`src/rtl/nfc_acg_arbiter_if.sv`:
```
// nfc_acg_arbiter_if: executor-side request bundles, ACG-side bus and arbiter status.
// The arbiter takes the slave modport; the environment around it drives the master modport.
interface nfc_acg_arbiter_if #(
    parameter int N = 4,
    parameter int W = 4
);
    localparam int OW = (N > 1) ? $clog2(N) : 1;
    logic              iCMDValid;
    logic              oCMDReady;
    logic [N-1:0]      iCmdReady;
    logic [N-1:0]      iCmdStart;
    logic [N-1:0]      iCmdLastStep;
    logic [8*N-1:0]    iCmdACG_Command;
    logic [3*N-1:0]    iCmdACG_CommandOption;
    logic [W*N-1:0]    iCmdACG_TargetWay;
    logic [16*N-1:0]   iCmdACG_NumOfData;
    logic [N-1:0]      iCmdACG_CASelect;
    logic [40*N-1:0]   iCmdACG_CAData;
    logic [8*N-1:0]    oCmdACG_Ready;
    logic [8*N-1:0]    oCmdACG_LastStep;
    logic [7:0]        oACG_Command;
    logic [2:0]        oACG_CommandOption;
    logic [W-1:0]      oACG_TargetWay;
    logic [15:0]       oACG_NumOfData;
    logic              oACG_CASelect;
    logic [39:0]       oACG_CAData;
    logic [7:0]        iACG_Ready;
    logic [7:0]        iACG_LastStep;
    logic [OW-1:0]     oOwner;
    logic              oBusy;
    logic              oError;
    modport slave (
        input  iCMDValid, iCmdReady, iCmdStart, iCmdLastStep, iCmdACG_Command,
               iCmdACG_CommandOption, iCmdACG_TargetWay, iCmdACG_NumOfData,
               iCmdACG_CASelect, iCmdACG_CAData, iACG_Ready, iACG_LastStep,
        output oCMDReady, oCmdACG_Ready, oCmdACG_LastStep, oACG_Command,
               oACG_CommandOption, oACG_TargetWay, oACG_NumOfData, oACG_CASelect,
               oACG_CAData, oOwner, oBusy, oError
    );
    modport master (
        output iCMDValid, iCmdReady, iCmdStart, iCmdLastStep, iCmdACG_Command,
               iCmdACG_CommandOption, iCmdACG_TargetWay, iCmdACG_NumOfData,
               iCmdACG_CASelect, iCmdACG_CAData, iACG_Ready, iACG_LastStep,
        input  oCMDReady, oCmdACG_Ready, oCmdACG_LastStep, oACG_Command,
               oACG_CommandOption, oACG_TargetWay, oACG_NumOfData, oACG_CASelect,
               oACG_CAData, oOwner, oBusy, oError
    );
endinterface

```
`src/rtl/nfc_acg_arbiter.sv`:
```
// nfc_acg_arbiter: round-robin grant of the single ACG to one command executor from start to last step.
// Flags starts outside IDLE, multi-starts and foreign last steps in a sticky error bit.
module nfc_acg_arbiter #(
    parameter int NumOfCmdModules = 4,
    parameter int NumberOfWays    = 4
) (
    input logic iSystemClock,
    input logic iReset,
    nfc_acg_arbiter_if.slave bus
);
    localparam int N  = NumOfCmdModules;
    localparam int W  = NumberOfWays;
    localparam int OW = (N > 1) ? $clog2(N) : 1;
    typedef enum logic [3:0] {
        RESET   = 4'b0001,
        IDLE    = 4'b0010,
        GRANTED = 4'b0100,
        RELEASE = 4'b1000
    } state_t;
    state_t state, nextState;
    logic [OW-1:0] owner, pointer, winner, nextOwner, nextPointer;
    logic error, nextError, granted, multiStart, cmdValidUnused;
    logic [N-1:0] ownerMask;
    assign cmdValidUnused = bus.iCMDValid;
    assign granted = state == GRANTED;
    assign multiStart = |(bus.iCmdStart & (bus.iCmdStart - 1'b1));
    always_ff @(posedge iSystemClock or posedge iReset) begin
        if (iReset) begin
            state   <= RESET;
            owner   <= '0;
            pointer <= '0;
            error   <= 1'b0;
        end else begin
            state   <= nextState;
            owner   <= nextOwner;
            pointer <= nextPointer;
            error   <= nextError;
        end
    end
    // Scan downward so the set bit nearest the pointer is the last one written.
    always_comb begin
        winner = pointer;
        for (int i = N - 1; i >= 0; i--)
            if (bus.iCmdStart[(int'(pointer) + i) % N]) winner = OW'((int'(pointer) + i) % N);
        ownerMask = '0;
        ownerMask[owner] = 1'b1;
    end
    always_comb begin
        nextState   = state;
        nextOwner   = owner;
        nextPointer = pointer;
        nextError   = error;
        unique case (state)
            RESET: nextState = IDLE;
            IDLE: if (|bus.iCmdStart) begin
                nextState   = GRANTED;
                nextOwner   = winner;
                nextPointer = (int'(winner) == N - 1) ? '0 : winner + OW'(1);
                nextError   = error | multiStart;
            end
            GRANTED: begin
                nextError = error | (|bus.iCmdStart) | (|(bus.iCmdLastStep & ~ownerMask));
                nextState = |(bus.iCmdLastStep & ownerMask) ? RELEASE : GRANTED;
            end
            RELEASE: begin
                nextError = error | (|bus.iCmdStart);
                nextState = IDLE;
            end
            default: nextState = RESET;
        endcase
    end
    assign bus.oACG_Command       = granted ? bus.iCmdACG_Command[8*owner +: 8] : '0;
    assign bus.oACG_CommandOption = granted ? bus.iCmdACG_CommandOption[3*owner +: 3] : '0;
    assign bus.oACG_TargetWay     = granted ? bus.iCmdACG_TargetWay[W*owner +: W] : '0;
    assign bus.oACG_NumOfData     = granted ? bus.iCmdACG_NumOfData[16*owner +: 16] : '0;
    assign bus.oACG_CASelect      = granted ? bus.iCmdACG_CASelect[owner] : 1'b1;
    assign bus.oACG_CAData        = granted ? bus.iCmdACG_CAData[40*owner +: 40] : '0;
    assign bus.oCmdACG_Ready      = granted ? {{(8*(N-1)){1'b0}}, bus.iACG_Ready} << (8*owner) : '0;
    assign bus.oCmdACG_LastStep   = granted ? {{(8*(N-1)){1'b0}}, bus.iACG_LastStep} << (8*owner) : '0;
    assign bus.oCMDReady          = (state == IDLE) & (&bus.iCmdReady);
    assign bus.oBusy              = state != IDLE;
    assign bus.oOwner             = owner;
    assign bus.oError             = error;
endmodule
```
`src/flat_wrapper.sv`:
```
// flat-port wrapper written by rule: the top's interface ports become plain ports
module nfc_acg_arbiter_flat 
#(
    parameter int NumOfCmdModules = 4,
    parameter int NumberOfWays    = 4
)
  (iSystemClock, iReset, bus_iCMDValid, bus_iCmdReady, bus_iCmdStart, bus_iCmdLastStep, bus_iCmdACG_Command, bus_iCmdACG_CommandOption, bus_iCmdACG_TargetWay, bus_iCmdACG_NumOfData, bus_iCmdACG_CASelect, bus_iCmdACG_CAData, bus_iACG_Ready, bus_iACG_LastStep, bus_oCMDReady, bus_oCmdACG_Ready, bus_oCmdACG_LastStep, bus_oACG_Command, bus_oACG_CommandOption, bus_oACG_TargetWay, bus_oACG_NumOfData, bus_oACG_CASelect, bus_oACG_CAData, bus_oOwner, bus_oBusy, bus_oError);
  nfc_acg_arbiter_if bus_i ();
  input logic iSystemClock;
  input logic iReset;
  input wire logic [$bits(bus_i.iCMDValid)-1:0] bus_iCMDValid;
  input wire logic [$bits(bus_i.iCmdReady)-1:0] bus_iCmdReady;
  input wire logic [$bits(bus_i.iCmdStart)-1:0] bus_iCmdStart;
  input wire logic [$bits(bus_i.iCmdLastStep)-1:0] bus_iCmdLastStep;
  input wire logic [$bits(bus_i.iCmdACG_Command)-1:0] bus_iCmdACG_Command;
  input wire logic [$bits(bus_i.iCmdACG_CommandOption)-1:0] bus_iCmdACG_CommandOption;
  input wire logic [$bits(bus_i.iCmdACG_TargetWay)-1:0] bus_iCmdACG_TargetWay;
  input wire logic [$bits(bus_i.iCmdACG_NumOfData)-1:0] bus_iCmdACG_NumOfData;
  input wire logic [$bits(bus_i.iCmdACG_CASelect)-1:0] bus_iCmdACG_CASelect;
  input wire logic [$bits(bus_i.iCmdACG_CAData)-1:0] bus_iCmdACG_CAData;
  input wire logic [$bits(bus_i.iACG_Ready)-1:0] bus_iACG_Ready;
  input wire logic [$bits(bus_i.iACG_LastStep)-1:0] bus_iACG_LastStep;
  output wire logic [$bits(bus_i.oCMDReady)-1:0] bus_oCMDReady;
  output wire logic [$bits(bus_i.oCmdACG_Ready)-1:0] bus_oCmdACG_Ready;
  output wire logic [$bits(bus_i.oCmdACG_LastStep)-1:0] bus_oCmdACG_LastStep;
  output wire logic [$bits(bus_i.oACG_Command)-1:0] bus_oACG_Command;
  output wire logic [$bits(bus_i.oACG_CommandOption)-1:0] bus_oACG_CommandOption;
  output wire logic [$bits(bus_i.oACG_TargetWay)-1:0] bus_oACG_TargetWay;
  output wire logic [$bits(bus_i.oACG_NumOfData)-1:0] bus_oACG_NumOfData;
  output wire logic [$bits(bus_i.oACG_CASelect)-1:0] bus_oACG_CASelect;
  output wire logic [$bits(bus_i.oACG_CAData)-1:0] bus_oACG_CAData;
  output wire logic [$bits(bus_i.oOwner)-1:0] bus_oOwner;
  output wire logic [$bits(bus_i.oBusy)-1:0] bus_oBusy;
  output wire logic [$bits(bus_i.oError)-1:0] bus_oError;
  assign bus_i.iCMDValid = bus_iCMDValid;
  assign bus_i.iCmdReady = bus_iCmdReady;
  assign bus_i.iCmdStart = bus_iCmdStart;
  assign bus_i.iCmdLastStep = bus_iCmdLastStep;
  assign bus_i.iCmdACG_Command = bus_iCmdACG_Command;
  assign bus_i.iCmdACG_CommandOption = bus_iCmdACG_CommandOption;
  assign bus_i.iCmdACG_TargetWay = bus_iCmdACG_TargetWay;
  assign bus_i.iCmdACG_NumOfData = bus_iCmdACG_NumOfData;
  assign bus_i.iCmdACG_CASelect = bus_iCmdACG_CASelect;
  assign bus_i.iCmdACG_CAData = bus_iCmdACG_CAData;
  assign bus_i.iACG_Ready = bus_iACG_Ready;
  assign bus_i.iACG_LastStep = bus_iACG_LastStep;
  assign bus_oCMDReady = bus_i.oCMDReady;
  assign bus_oCmdACG_Ready = bus_i.oCmdACG_Ready;
  assign bus_oCmdACG_LastStep = bus_i.oCmdACG_LastStep;
  assign bus_oACG_Command = bus_i.oACG_Command;
  assign bus_oACG_CommandOption = bus_i.oACG_CommandOption;
  assign bus_oACG_TargetWay = bus_i.oACG_TargetWay;
  assign bus_oACG_NumOfData = bus_i.oACG_NumOfData;
  assign bus_oACG_CASelect = bus_i.oACG_CASelect;
  assign bus_oACG_CAData = bus_i.oACG_CAData;
  assign bus_oOwner = bus_i.oOwner;
  assign bus_oBusy = bus_i.oBusy;
  assign bus_oError = bus_i.oError;
  nfc_acg_arbiter #(.NumOfCmdModules(NumOfCmdModules), .NumberOfWays(NumberOfWays)) u_core (.iSystemClock(iSystemClock), .iReset(iReset), .bus(bus_i));
endmodule
```
`config.mk`:
```
export PLATFORM = sky130hd
export DESIGN_NAME = nfc_acg_arbiter_flat
export DESIGN_NICKNAME = d
export VERILOG_FILES = /design/src/rtl/nfc_acg_arbiter_if.sv /design/src/rtl/nfc_acg_arbiter.sv /design/src/flat_wrapper.sv
export SDC_FILE = /design/constraint.sdc
export NUM_CORES = 1
export LEC_CHECK = 0
export ABC_AREA = 1
export CAP_MARGIN = 5
export CORE_AREA = 2 2 177 179
export DETAILED_ROUTE_END_ITERATION = 8
export DIE_AREA = 0 0 179 181
export GPL_TIMING_DRIVEN = 0
export PLACE_DENSITY_LB_ADDON = 0.08
export SYNTH_ARGS = -nofsm -noshare
export SYNTH_HDL_FRONTEND = slang
export SYNTH_SLANG_ARGS = --single-unit
```
`constraint.sdc`:
```
create_clock -name iSystemClock -period 2.6 [get_ports iSystemClock]
set_input_delay 0.52 -clock iSystemClock [delete_from_list [all_inputs] [get_ports iSystemClock]]
set_output_delay 0.52 -clock iSystemClock [all_outputs]
set_load 0.005 [all_outputs]
```
* Word level (Yosys, flattened, before mapping)
Index checks and enable logic that the tools add are counted.
** Storage, ports and cells
- Output and inout bits :: 141
- Word-level logic and storage cells :: 88
- Register bits :: 9
- Input bits :: 319
** Cells by class
- Reductions and logical operators :: 13
- $add $sub $neg :: 5
- Eq/ne operators :: 7
- Multiply operators :: 2
- Magnitude comparators :: 6
- Muxes and demuxes :: 33
- Bitwise gates (word level) :: 11
- Shift operators :: 7
** Operators by type and width (count)
- variable part select 160 x 9 -> 40 bit :: 1
- 2-to-1 mux 32 bit :: 2
- variable part select 64 x 7 -> 16 bit :: 1
- left shift 8 x 5 -> 32 bit :: 2
- 2-to-1 mux 40 bit :: 1
- variable part select 32 x 6 -> 8 bit :: 1
- 2-to-1 mux 16 bit :: 1
- OR reduction 4 bit :: 4
- variable part select 16 x 5 -> 4 bit :: 1
- bitwise AND 4 bit :: 3
- < comparator 3 x 4 -> 1 bit, second input constant :: 3
- 2-to-1 mux 4 bit :: 3
- case mux 4 bit (3 select lines) :: 1
- variable part select 12 x 5 -> 3 bit :: 1
- 2-to-1 mux 1 bit :: 11
- binary-select mux 1 bit (select 2 bit) :: 5
- 2-to-1 mux 2 bit :: 5
- 2-to-1 mux 8 bit :: 1
- OR reduction 2 bit :: 4
- < comparator 2 x 3 -> 1 bit, second input constant :: 2
- multiplier 3 x 2 -> 5 bit, first input constant :: 1
- adder 2 x 1 -> 2 bit, second input constant :: 2
- adder 2 bit, second input constant :: 2
- equality test 4 x 1 -> 1 bit, second input constant :: 1
- 20 further kinds :: 25

* Logic depth before layout (Yosys ltp)
- Word-level depth :: 12
- Mapped depth :: 13
- Mapped depth without buffers :: 12

* Least setup slack after synthesis
No wires, ideal clock.
- Kind :: register to output
- Start point :: reg u_core.state[0]
- End point :: out bus_oCmdACG_Ready[20]
- Buffers on the path :: 1
- Arrival time :: 1.211 ns
- Data required time :: 2.080 ns
- Stages on the path, launching flop included :: 7
- Setup slack :: 0.869 ns
- Cells stage by stage :: dfstp_2 -> nor2_1 -> nand3_1 -> inv_1 -> nand2_1 -> clkbuf_1 -> nor3_1
** Between the ends
- Word-level cells in the longest chain between the ends :: 2
** RTL lines
- start: declaration :: RTL line nfc_acg_arbiter.sv:20 : state_t state, nextState;
- start signal: assignment :: RTL line nfc_acg_arbiter.sv:34 : state <= nextState;
- equality test 4 x 3 -> 1 bit :: RTL line nfc_acg_arbiter.sv:25 : assign granted = state == GRANTED;
- 2-to-1 mux 32 bit :: RTL line nfc_acg_arbiter.sv:78 : assign bus.oCmdACG_Ready = granted ? {{(8*(N-1)){1'b0}}, bus.iACG_Ready} << (8*owner) : '0;
- end: declaration :: RTL line flat_wrapper.sv:24 : output wire logic [$bits(bus_i.oCmdACG_Ready)-1:0] bus_oCmdACG_Ready;
No other way between the ends.

* Final worst setup path
- Start point :: reg u_core.owner[0], in the netlist u_core.bus.oOwner[0]
- End point :: out bus_oACG_CAData[0]
** Between the ends
- Word-level cells in the longest chain between the ends :: 3
** RTL lines
- start: declaration :: RTL line nfc_acg_arbiter.sv:21 : logic [OW-1:0] owner, pointer, winner, nextOwner, nextPointer;
- start signal: assignment :: RTL line nfc_acg_arbiter.sv:35 : owner <= nextOwner;
- multiplier 3 x 2 -> 5 bit :: RTL line nfc_acg_arbiter.sv:77 : assign bus.oACG_CAData = granted ? bus.iCmdACG_CAData[40*owner +: 40] : '0;
- variable part select 160 x 9 -> 40 bit :: RTL line nfc_acg_arbiter.sv:77
- 2-to-1 mux 40 bit :: RTL line nfc_acg_arbiter.sv:77
- end: declaration :: RTL line flat_wrapper.sv:31 : output wire logic [$bits(bus_i.oACG_CAData)-1:0] bus_oACG_CAData;
No other way between the ends.

==> results.yml <==
power_and_ir_drop:
  powerDensity_nw_per_um2: 586
  total_power_mw: 5.07
  peakVddDrop_uv: 338
  power_leakage_nw: 3.84
worst_setup_path:
  cp-end-kind: "output port"
  crit_fanout: 10
  worstPathArrival_ns: 2.08
  critical_path_required_ns: 2.08
  criticalPathCategory: "register to output port"
  cp-start-kind: "register"
synth:
  synth.distinct_cells: 29
  ys_seq_elements: 9
  synth_mux_area_share_pct: 0
  synthXorXnorAreaFrac_pct: 0
  syn-num-nets: 872
  synthCells: 553
  synth_top_family_by_area: "simple AND/OR/NAND/NOR gates"
  yosys.area_share.adder_pct: 0
  yosys.area_share.simple_pct: 42.2
  ys_warn_count: 0
  synth_compound_area_share_pct: 36.1
  syn_area_um2: 3030
  yosysSeqAreaShare_pct: 7.48
  postSynthAreaPerCell_um2: 5.48
placed_design:
  globalplace.congestion: 0.769
  dpl.hpwl_um: 24200
  dp_slack_ns: -0.290
  numPortBuffers: 458
clock_tree:
  cts-root-buf: "clkbuf_16"
  clock_latency_ns: 0.24
  numCtsBuffers: 3
  clockBufferDepth: 2
  clock-sinks: 9
  path_clk_slew_ns: 0.04
  cts_tree: "built"
  cts.htree.levels: 1
sta:
  drv_slew: 0
  post-route-min-period_ns: 2.60
  slew_headroom_pct: 60.1
  fmax_ghz: 0.384
  setup_viol: 1
  period_share_pct: 100
  layout_setup_ws_ns: -0.00484
  clock_skew_ns: 0.000615
  worst_slew_pin_slew_ns: 0.598
  hold_violations: 0
  rsz0062_at_grt: "true"
global_routing:
  antenna_found_initial: 7
  grt_max_degree: 14
  grt.total_usage_pct: 17.2
  grt.overflow.total: 0
  grt_pass1_wl_um: 41900
  grt_pass1_vias: 6568
route:
  wl_per_cell_um: 20.8
  via_per_inst: 4.29
  firstDrtPassIters: 4
  vias: 6116
  drc: 0
  routed_wl_um: 29700
  antenna_left: 0
  first_iter_violations: 280
cells_and_area:
  drive_gt1_share_pct: 9.75
  nNetsFinal: 1346
  areaGrowthSynthToFinish_pct: 186
floorplan:
  die-area_um2: 32400
  chipHeight_um: 181
  ioPinCount: 460
  fp.dieW_um: 179
  core_area_um2: 30300
  initial_core_util_pct: 9.98
  num_rows: 64
status:
  status: "complete, but fails checks"
  violations: "negative setup slack"
job:
  maxCapViolCount: 0
hold_path:
  holdCritPathClass: "register to register"
synth_stat cells, drive strengths merged:
master  number  area (um^2)
dfstp        1         26.3
o211ai       1         7.51
o21a         1         7.51
a21oi        1         5.00
and2         1         6.26
dfrtp        8          200
clkbuf      10         37.5
and3         1         6.26
nand2      125          469
buf         50          268
o21ai       12         60.1
a22oi       71          533
nor4         1         6.26
a221oi       1         15.0
inv         34          128
nand3       83          420
nand4        3         18.8
nor2        34          145
o21bai       1         7.51
nor3        41          205
a31oi       73          457
flip-flops by register name, summed over array words and instances (netlist names):
name	cells
u_core.state	4
u_core.bus.oOwner	2
u_core.pointer	2
u_core.bus.oError	1
cells by family after synthesis:
| family | after synthesis |
|---|---|
| AO/OA/AOI/OAI | 161 |
| buffers and inverters | 94 |
| flip-flops | 9 |
| AND/OR/NAND/NOR | 289 |
area by class of cell:
| cell class | count | area [um^2] |
|---|---|---|
| Fill cell | 3394 | 21700 |
| Buffer | 57 | 512 |
| Tap cell | 396 | 495 |
| Antenna cell | 2 | 5.00 |
| Clock buffer | 4 | 78.8 |
| Inverter | 34 | 130 |
| Timing Repair Buffer | 472 | 4720 |
| Multi-Input combinational cell | 450 | 2480 |
| Sequential cell | 9 | 228 |
stage by stage:
stage | hold WS [ns] | cells | instance area (um^2) | TNS (ns) | util (%)
floorplan | 0.347 | 553 | 3030 | 0 | -
global placement | 0.483 | 1407 | 8110 | -5.75 | 26.7
detailed placement | 0.481 | 1407 | 8110 | -5.30 | 26.7
CTS | 0.492 | 1419 | 8490 | -0.281 | 28.0
global route | 0.524 | 1424 | 8650 | -0.380 | 28.5
finish | 0.485 | 1424 | 8650 | -0.00484 | 28.5
path summary, 6_finish.rpt:
kind                            slack, ns            startpoint  cells past startpoint            endpoint
worst min register to register       0.49     u_core.bus.oError                      2   u_core.bus.oError
max in group asynchronous            1.75                iReset                      2     u_core.state[0]
worst max register to register       1.05  u_core.bus.oOwner[0]                      6   u_core.bus.oError
worst min-delay path                 0.49     u_core.bus.oError                      2   u_core.bus.oError
min in group asynchronous            0.55                iReset                      2     u_core.state[1]
worst max-delay path               -0.005  u_core.bus.oOwner[0]                      5  bus_oACG_CAData[0]
power breakdown:
part	internal, mW	switching, mW
clock network	0.205	0.0716
logic	1.99	2.54
registers	0.208	0.0583
total	2.40	2.67
worst max-delay path, stage by stage (launching register included):
cell and delay [ns]:
dfrtp_2 0.43, buf_4 0.24, buf_4 0.24, nand3_1 0.12
a31oi_2 0.25, clkdlybuf4s50_1 0.56
cell usage in the layout, fill, tap and decap left out, types with 4 or more instances in the layout:
master           instances
nor2_1                  29
dfrtp_1                  7
buf_8                    6
buf_4                   29
o21ai_0                 10
inv_1                   30
dlymetal6s2s_1          32
nand2_1                123
nor3_2                   4
nand3_1                 81
dlygate4sd2_1           47
buf_2                   10
a31oi_1                 69
a22oi_1                 71
clkbuf_4                 7
clkdlybuf4s50_1        379
nor3_1                  34
buf_6                   15
what timing repair did:
action | in CTS | in global routing
endpoints found under the setup margin | 133 | 85
setup buffers | 9 | 5
gates cloned | 1 | 0
pin swaps | 3 | 2
hold buffers | 0 | 0
gates resized for setup | 142 | 52
per-layer routing:
metal / share of wire, % / global-route usage [%] / wire [um] / vias to the layer above
li1: - / - / - / 2964
met1: 37 / 18.6 / 11000 / 2801
met2: 51 / 33.1 / 15200 / 306
met3: 9.6 / 4.92 / 2840 / 35
met4: 1.8 / 2.89 / 529 / 10
met5: 0.23 / 0 / 69 / -
Note: power is estimated with default switching activity, not from simulation.
